--- src/rtl/rasterizer_pkg.sv ---
// Shared definitions for the 8x8 rasterizer display path: grid geometry,
// pixel-index field widths and the frame capture state encoding.
package rasterizer_pkg;

  localparam int GRID      = 8;
  localparam int PIX_COUNT = GRID * GRID;
  localparam int ROW_W     = 3;
  localparam int COL_W     = 3;
  localparam int IDX_W     = ROW_W + COL_W;

  typedef enum logic {
    C_IDLE = 1'b0,
    C_CAPT = 1'b1
  } cap_state_e;

  function automatic logic [GRID-1:0] row_onehot(input logic [ROW_W-1:0] row);
    return GRID'(1) << row;
  endfunction

endpackage

--- src/rtl/frame_capture.sv ---
// Captures the serial 64-pixel stream into a shadow buffer and flags a
// complete frame as pending until the display side commits it.
module frame_capture
  import rasterizer_pkg::*;
(
  input  logic                 clk,
  input  logic                 rst_n,
  input  logic                 frame_start_i,
  input  logic                 pixel_i,
  input  logic                 commit_i,
  output logic [PIX_COUNT-1:0] shadow_o,
  output logic                 pending_o,
  output logic                 capturing_o
);

  localparam logic [IDX_W-1:0] LAST_IDX = IDX_W'(PIX_COUNT - 1);

  cap_state_e           state_q, state_d;
  logic [IDX_W-1:0]     cap_idx_q, cap_idx_d;
  logic [PIX_COUNT-1:0] shadow_q, shadow_d;
  logic                 pending_q, pending_d;

  always_ff @(posedge clk) begin
    if (!rst_n) begin
      state_q   <= C_IDLE;
      cap_idx_q <= '0;
      shadow_q  <= '0;
      pending_q <= 1'b0;
    end else begin
      state_q   <= state_d;
      cap_idx_q <= cap_idx_d;
      shadow_q  <= shadow_d;
      pending_q <= pending_d;
    end
  end

  // A completing capture sets pending after the commit check, so a frame that
  // finishes in the commit cycle waits for the next scan-frame boundary.
  always_comb begin
    state_d   = state_q;
    cap_idx_d = cap_idx_q;
    shadow_d  = shadow_q;
    pending_d = pending_q;
    if (commit_i) pending_d = 1'b0;
    case (state_q)
      C_IDLE: begin
        if (frame_start_i) begin
          state_d   = C_CAPT;
          cap_idx_d = '0;
          pending_d = 1'b0;
        end
      end
      C_CAPT: begin
        if (frame_start_i) begin
          cap_idx_d = '0;
          pending_d = 1'b0;
        end else begin
          shadow_d[cap_idx_q] = pixel_i;
          cap_idx_d           = cap_idx_q + 1'b1;
          if (cap_idx_q == LAST_IDX) begin
            pending_d = 1'b1;
            state_d   = C_IDLE;
          end
        end
      end
      default: state_d = C_IDLE;
    endcase
  end

  assign shadow_o    = shadow_q;
  assign pending_o   = pending_q;
  assign capturing_o = (state_q == C_CAPT);

endmodule

--- src/rtl/matrix_scan_driver.sv ---
// Row-multiplexed 8x8 LED matrix driver: free-running row/dwell scan with
// per-row blanking and tear-free frame commit at the scan-frame boundary.
module matrix_scan_driver
  import rasterizer_pkg::*;
#(
  parameter int DWELL = 64,
  parameter int BLANK = 4
) (
  input  logic       clk,
  input  logic       rst_n,
  input  logic       frame_start,
  input  logic [3:0] pixel_data,
  output logic [7:0] row_en,
  output logic [7:0] col_data,
  output logic       frame_ready,
  output logic       capturing
);

  localparam int              DW         = (DWELL > 1) ? $clog2(DWELL) : 1;
  localparam logic [DW-1:0]   DWELL_LAST = DW'(DWELL - 1);
  localparam logic [DW-1:0]   BLANK_C    = DW'(BLANK);
  localparam logic [ROW_W-1:0] ROW_LAST  = ROW_W'(GRID - 1);

  logic [ROW_W-1:0]     row_q, row_d;
  logic [DW-1:0]        dwell_q, dwell_d;
  logic [PIX_COUNT-1:0] display_q, display_d;
  logic [GRID-1:0]      row_en_q, row_en_d;
  logic [GRID-1:0]      col_data_q, col_data_d;
  logic                 frame_ready_q, frame_ready_d;

  logic [PIX_COUNT-1:0] shadow;
  logic                 pending;
  logic                 commit;
  logic                 pixel_unused;

  assign pixel_unused = ^pixel_data[3:1];

  frame_capture u_capture (
    .clk           (clk),
    .rst_n         (rst_n),
    .frame_start_i (frame_start),
    .pixel_i       (pixel_data[0]),
    .commit_i      (commit),
    .shadow_o      (shadow),
    .pending_o     (pending),
    .capturing_o   (capturing)
  );

  assign commit = pending && (row_q == ROW_LAST) && (dwell_q == DWELL_LAST);

  // Outputs are computed from next-state counters so the registered row
  // drive lines up with the scan position it belongs to.
  always_comb begin
    row_d   = row_q;
    dwell_d = dwell_q + 1'b1;
    if (dwell_q == DWELL_LAST) begin
      dwell_d = '0;
      row_d   = row_q + 1'b1;
    end
    display_d     = commit ? shadow : display_q;
    row_en_d      = (dwell_d >= BLANK_C) ? row_onehot(row_d) : '0;
    col_data_d    = display_d[{row_d, 3'b000} +: GRID];
    frame_ready_d = commit;
  end

  always_ff @(posedge clk) begin
    if (!rst_n) begin
      row_q         <= '0;
      dwell_q       <= '0;
      display_q     <= '0;
      row_en_q      <= '0;
      col_data_q    <= '0;
      frame_ready_q <= 1'b0;
    end else begin
      row_q         <= row_d;
      dwell_q       <= dwell_d;
      display_q     <= display_d;
      row_en_q      <= row_en_d;
      col_data_q    <= col_data_d;
      frame_ready_q <= frame_ready_d;
    end
  end

  assign row_en      = row_en_q;
  assign col_data    = col_data_q;
  assign frame_ready = frame_ready_q;

endmodule

--- config.mk ---
export PLATFORM = sky130hd
export DESIGN_NAME = matrix_scan_driver
export DESIGN_NICKNAME = d
export VERILOG_FILES = /design/src/rtl/rasterizer_pkg.sv /design/src/rtl/frame_capture.sv /design/src/rtl/matrix_scan_driver.sv
export SDC_FILE = /design/constraint.sdc
export NUM_CORES = 1
export LEC_CHECK = 0
export CELL_PAD_IN_SITES_DETAIL_PLACEMENT = 1
export CELL_PAD_IN_SITES_GLOBAL_PLACEMENT = 2
export CORE_AREA = 2 2 151 153
export CTS_BUF_LIST = sky130_fd_sc_hd__clkbuf_16
export DETAILED_ROUTE_END_ITERATION = 10
export DIE_AREA = 0 0 153 155
export PLACE_DENSITY_LB_ADDON = 0.1
export SLEW_MARGIN = 20
export SYNTH_ARGS = -nofsm -noshare
export SYNTH_HDL_FRONTEND = slang
export SYNTH_HIERARCHICAL = 1
export SYNTH_SLANG_ARGS = --single-unit
--- constraint.sdc ---
create_clock -name clk -period 2.35 [get_ports clk]
set_input_delay 0.47 -clock clk [delete_from_list [all_inputs] [get_ports clk]]
set_output_delay 0.47 -clock clk [all_outputs]
set_load 0.05 [all_outputs]
==> flow_metrics.py <==
metrics = {
    "detailed_routing": {
        "dr.pass1.iters": 4,
        "drtAntennaViolNets": 0,
        "drt_wl_total_um": 22650,
        "viasPerCell": 5.265,
        "routedWlPerCell_um": 19.57,
        "drtIter0Drc": 197,
        "drcViolationCount": 0,
        "num_vias": 6092,
    },
    "global_route": {
        "grt_max_degree": 72,
        "grt_antenna_before_repair": 2,
        "grt_pass1_wl_um": 36160,
        "grt.overflow.total": 0,
        "first_global_vias": 6499,
        "track_usage": 0.1944,
    },
    "die": {
        "core-area_um2": 22230,
        "rows": 55,
        "die_y_um": 155,
        "dieArea_um2": 23720,
        "io_pins": 25,
        "initial_utilization": 0.3417,
        "die_w_um": 153,
    },
    "cts": {
        "clock_sink_count": 162,
        "clk_pin_slew_ps": 70,
        "cts_buffers": 17,
        "clock-root-buffer": "clkbuf_16",
        "cts_hold_buf": 0,
        "cts_tree": "done",
        "clk_latency_ps": 440,
        "htreeDepth": 4,
        "ctsLongestPathBuffers": 2,
    },
    "synthesis": {
        "ys_top_cells_by_area": "dfxtp_1 (43%), nand2_1 (9.9%), mux2i_1 (9.4%)",
        "avgSynthCellArea_um2": 9.217,
        "netlist_top_cells_count": "nand2_1 (201), dfxtp_1 (162), mux2i_1 (71)",
        "ys_warn_count": 6,
        "syn_inst": 824,
        "yosysMostFrequentCell": "nand2_1",
        "syn_area_um2": 7595,
        "synth.distinct_cells": 57,
        "synth.net_count": 836,
        "yosysTopAreaCell": "dfxtp_1",
        "async_flop_share": 0,
        "synth-seq-cells": 162,
        "ys_seq_area_frac": 0.4270,
        "ys.flop_type": "dfxtp_1",
        "synth_edf_count": 0,
        "yosys.area.top_type_share": 0.4270,
    },
    "placement": {
        "place_area_um2": 8320,
        "dp_hpwl_um": 15550,
        "portBuffers": 21,
        "gp_congestion": 0.7468,
    },
    "layout": {
        "num-fill-cells": 2522,
        "design_area_um2": 9153,
        "syn2layout_area_growth_pct": 20.51,
        "drive_above_1_share": 0.1927,
        "final_nets": 871,
        "antennaDiodeCount": 0,
    },
    "timing": {
        "post-route-period-util": 0.9540,
        "slew_violations": 0,
        "fin_skew_ps": 8.945,
        "worstMarginPinSlew_ps": 756.0,
        "setup_viol": 0,
        "rsz0062_at_grt": "false",
        "clock.fmax_mhz": 446.1,
        "hold_viol_final": 0,
        "fin_crit_ps": 2242,
        "slew_headroom": 0.4953,
    },
    "setup_path": {
        "critPathRequiredTime_ps": 2680,
        "crit_buf_inv": 3,
        "crit_path_start_kind": "flip-flop",
        "crit_type": "reg -> reg",
        "cp_top_family": "simple AND/OR/NAND/NOR gates",
        "crit_fanout": 6,
        "cp_data_arrival_time_ps": 2570,
        "critPathMaxStageDelay_ps": 340,
        "crit_top_cell": "ha_4",
        "worstPathCellList": "ha_4 -> ha_4 -> and2_4 -> nand2_4 -> inv_8 -> buf_12 -> buf_4 -> mux2_4 -> a221oi_2 -> o211ai_1 -> and3_1",
        "cp-end-kind": "flip-flop",
        "crit_slowest_cell": "dfxtp_2",
    },
    "pwr": {
        "switching_share": 0.2521,
        "ir_worst_vdd_v": 0.0004457,
        "power_density_nw_per_um2": 634.7,
        "internal_power_w": 0.004344,
        "power_frac_clock": 0.495,
        "p_comb_frac": 0.029,
        "p_leak_nw": 3.509,
        "power_switching_w": 0.001464,
        "power.total_w": 0.005809,
        "sequentialPowerShare": 0.476,
    },
    "min_path": {
        "hp-class": "in -> reg",
    },
    "status": {
        "status": "completed",
    },
    "job": {
        "drv_cap": 0,
    },
}
-- worst paths after layout --
kind	from	to	slack (ps)	depth (start not counted)
setup / recovery	row_q[1]$_SDFF_PN0_	col_data[4]$_SDFF_PN0_	110	11
hold / removal	rst_n	dwell_q[0]$_SDFF_PN0_	430	3
setup reg to reg	row_q[1]$_SDFF_PN0_	col_data[4]$_SDFF_PN0_	110	11
hold reg to reg	u_capture/shadow_o[5]$_SDFFE_PN0P_	u_capture/shadow_o[5]$_SDFFE_PN0P_	460	2
-- power by group through the flow --
stage	Clock [W]	Combinational, W	Sequential (W)
after global routing	0.00308	0.000180	0.00277
final	0.00288	0.000166	0.00277
after detailed placement	0	0.000167	0.00283
after global placement	0	0.000161	0.00283
after CTS	0.00297	0.000167	0.00277
after floorplan	0	0.0000991	0.00283
-- metal layers --
| layer | global-route usage | up-vias | part of all wire |
|---|---|---|---|
| li1 | - | 2946 | - |
| met5 | 0 | - | 0 |
| met4 | 0.05952 | 0 | 0.014 |
| met2 | 0.3372 | 66 | 0.49 |
| met3 | 0.03203 | 25 | 0.028 |
| met1 | 0.2488 | 3055 | 0.47 |
-- layout make-up --
| cell class | instances | area [um^2] | area share |
|---|---|---|---|
| repair buffers | 78 | 745.7 | 0.08148 |
| multi-input cells | 586 | 4135 | 0.4518 |
| well taps | 285 | 356.6 | 0.03896 |
| inverters | 14 | 60.06 | 0.006562 |
| clock buffers | 17 | 425.4 | 0.04648 |
| clock inverters | 15 | 181.4 | 0.01982 |
| flip-flops and latches | 162 | 3248 | 0.3549 |
-- worst register-to-register path, stage by stage (launching register included) --
cell and delay [ps]:
dfxtp_2 340, ha_4 160, ha_4 160, and2_4 150
nand2_4 90, inv_8 60, buf_12 130, buf_4 130
mux2_4 310, a221oi_2 250, o211ai_1 170, and3_1 200
-- flip-flops by register name, indices dropped and copies added, names as in the netlist, 3 cells and up --
name	cells
row_en	8
row_q	3
u_capture/cap_idx_q	6
dwell_q	6
col_data	8
u_capture/shadow_o	64
display_q	64
-- per-stage QoR --
step / hold slack, ps / setup slack (ps) / utilization / std cells / TNS [ps]
global placement: 443.1 / -87.50 / 0.3743 / 1117 / -426.1
floorplan: 435.0 / 88.20 / - / 824 / 0
CTS: 416.1 / 6.294 / 0.4046 / 1150 / 0
global route: 427.2 / 2.500 / 0.4118 / 1157 / 0
finish: 427.4 / 108.1 / 0.4118 / 1157 / 0
detailed placement: 457.0 / -120.3 / 0.3743 / 1117 / -656.3
-- placed cells by master (no fill, tap or decap), drive strengths merged, types with 6 or more instances in the layout --
cell type        n
o21ai           23
buf             58
mux2            24
a21boi          41
a221oi           8
and3            12
dfxtp          162
o31ai           11
a221o            8
clkdlybuf4s50   19
nand2          203
nor4b            7
and4bb           8
xnor2            6
inv             22
o211ai          18
a22oi            8
nor2            29
mux4             7
clkbuf          18
a21oi           14
nand3            9
and2            33
mux2i           71
-- cell families after synthesis --
group | synth area share
flops | 0.4270
mux | 0.1539
buf+inv | 0.04564
xor+xnor | 0.01038
compound gates | 0.1330
simple gates | 0.2219
fa+ha+maj | 0.008237
-- what timing repair did --
action,4_1_cts,5_1_grt
cloned,0,1
gates resized for setup,12,21
buffers inserted,1,6
setup endpoints to repair,8,8
pin swaps,3,8
Power figures use the tool's default switching activity.
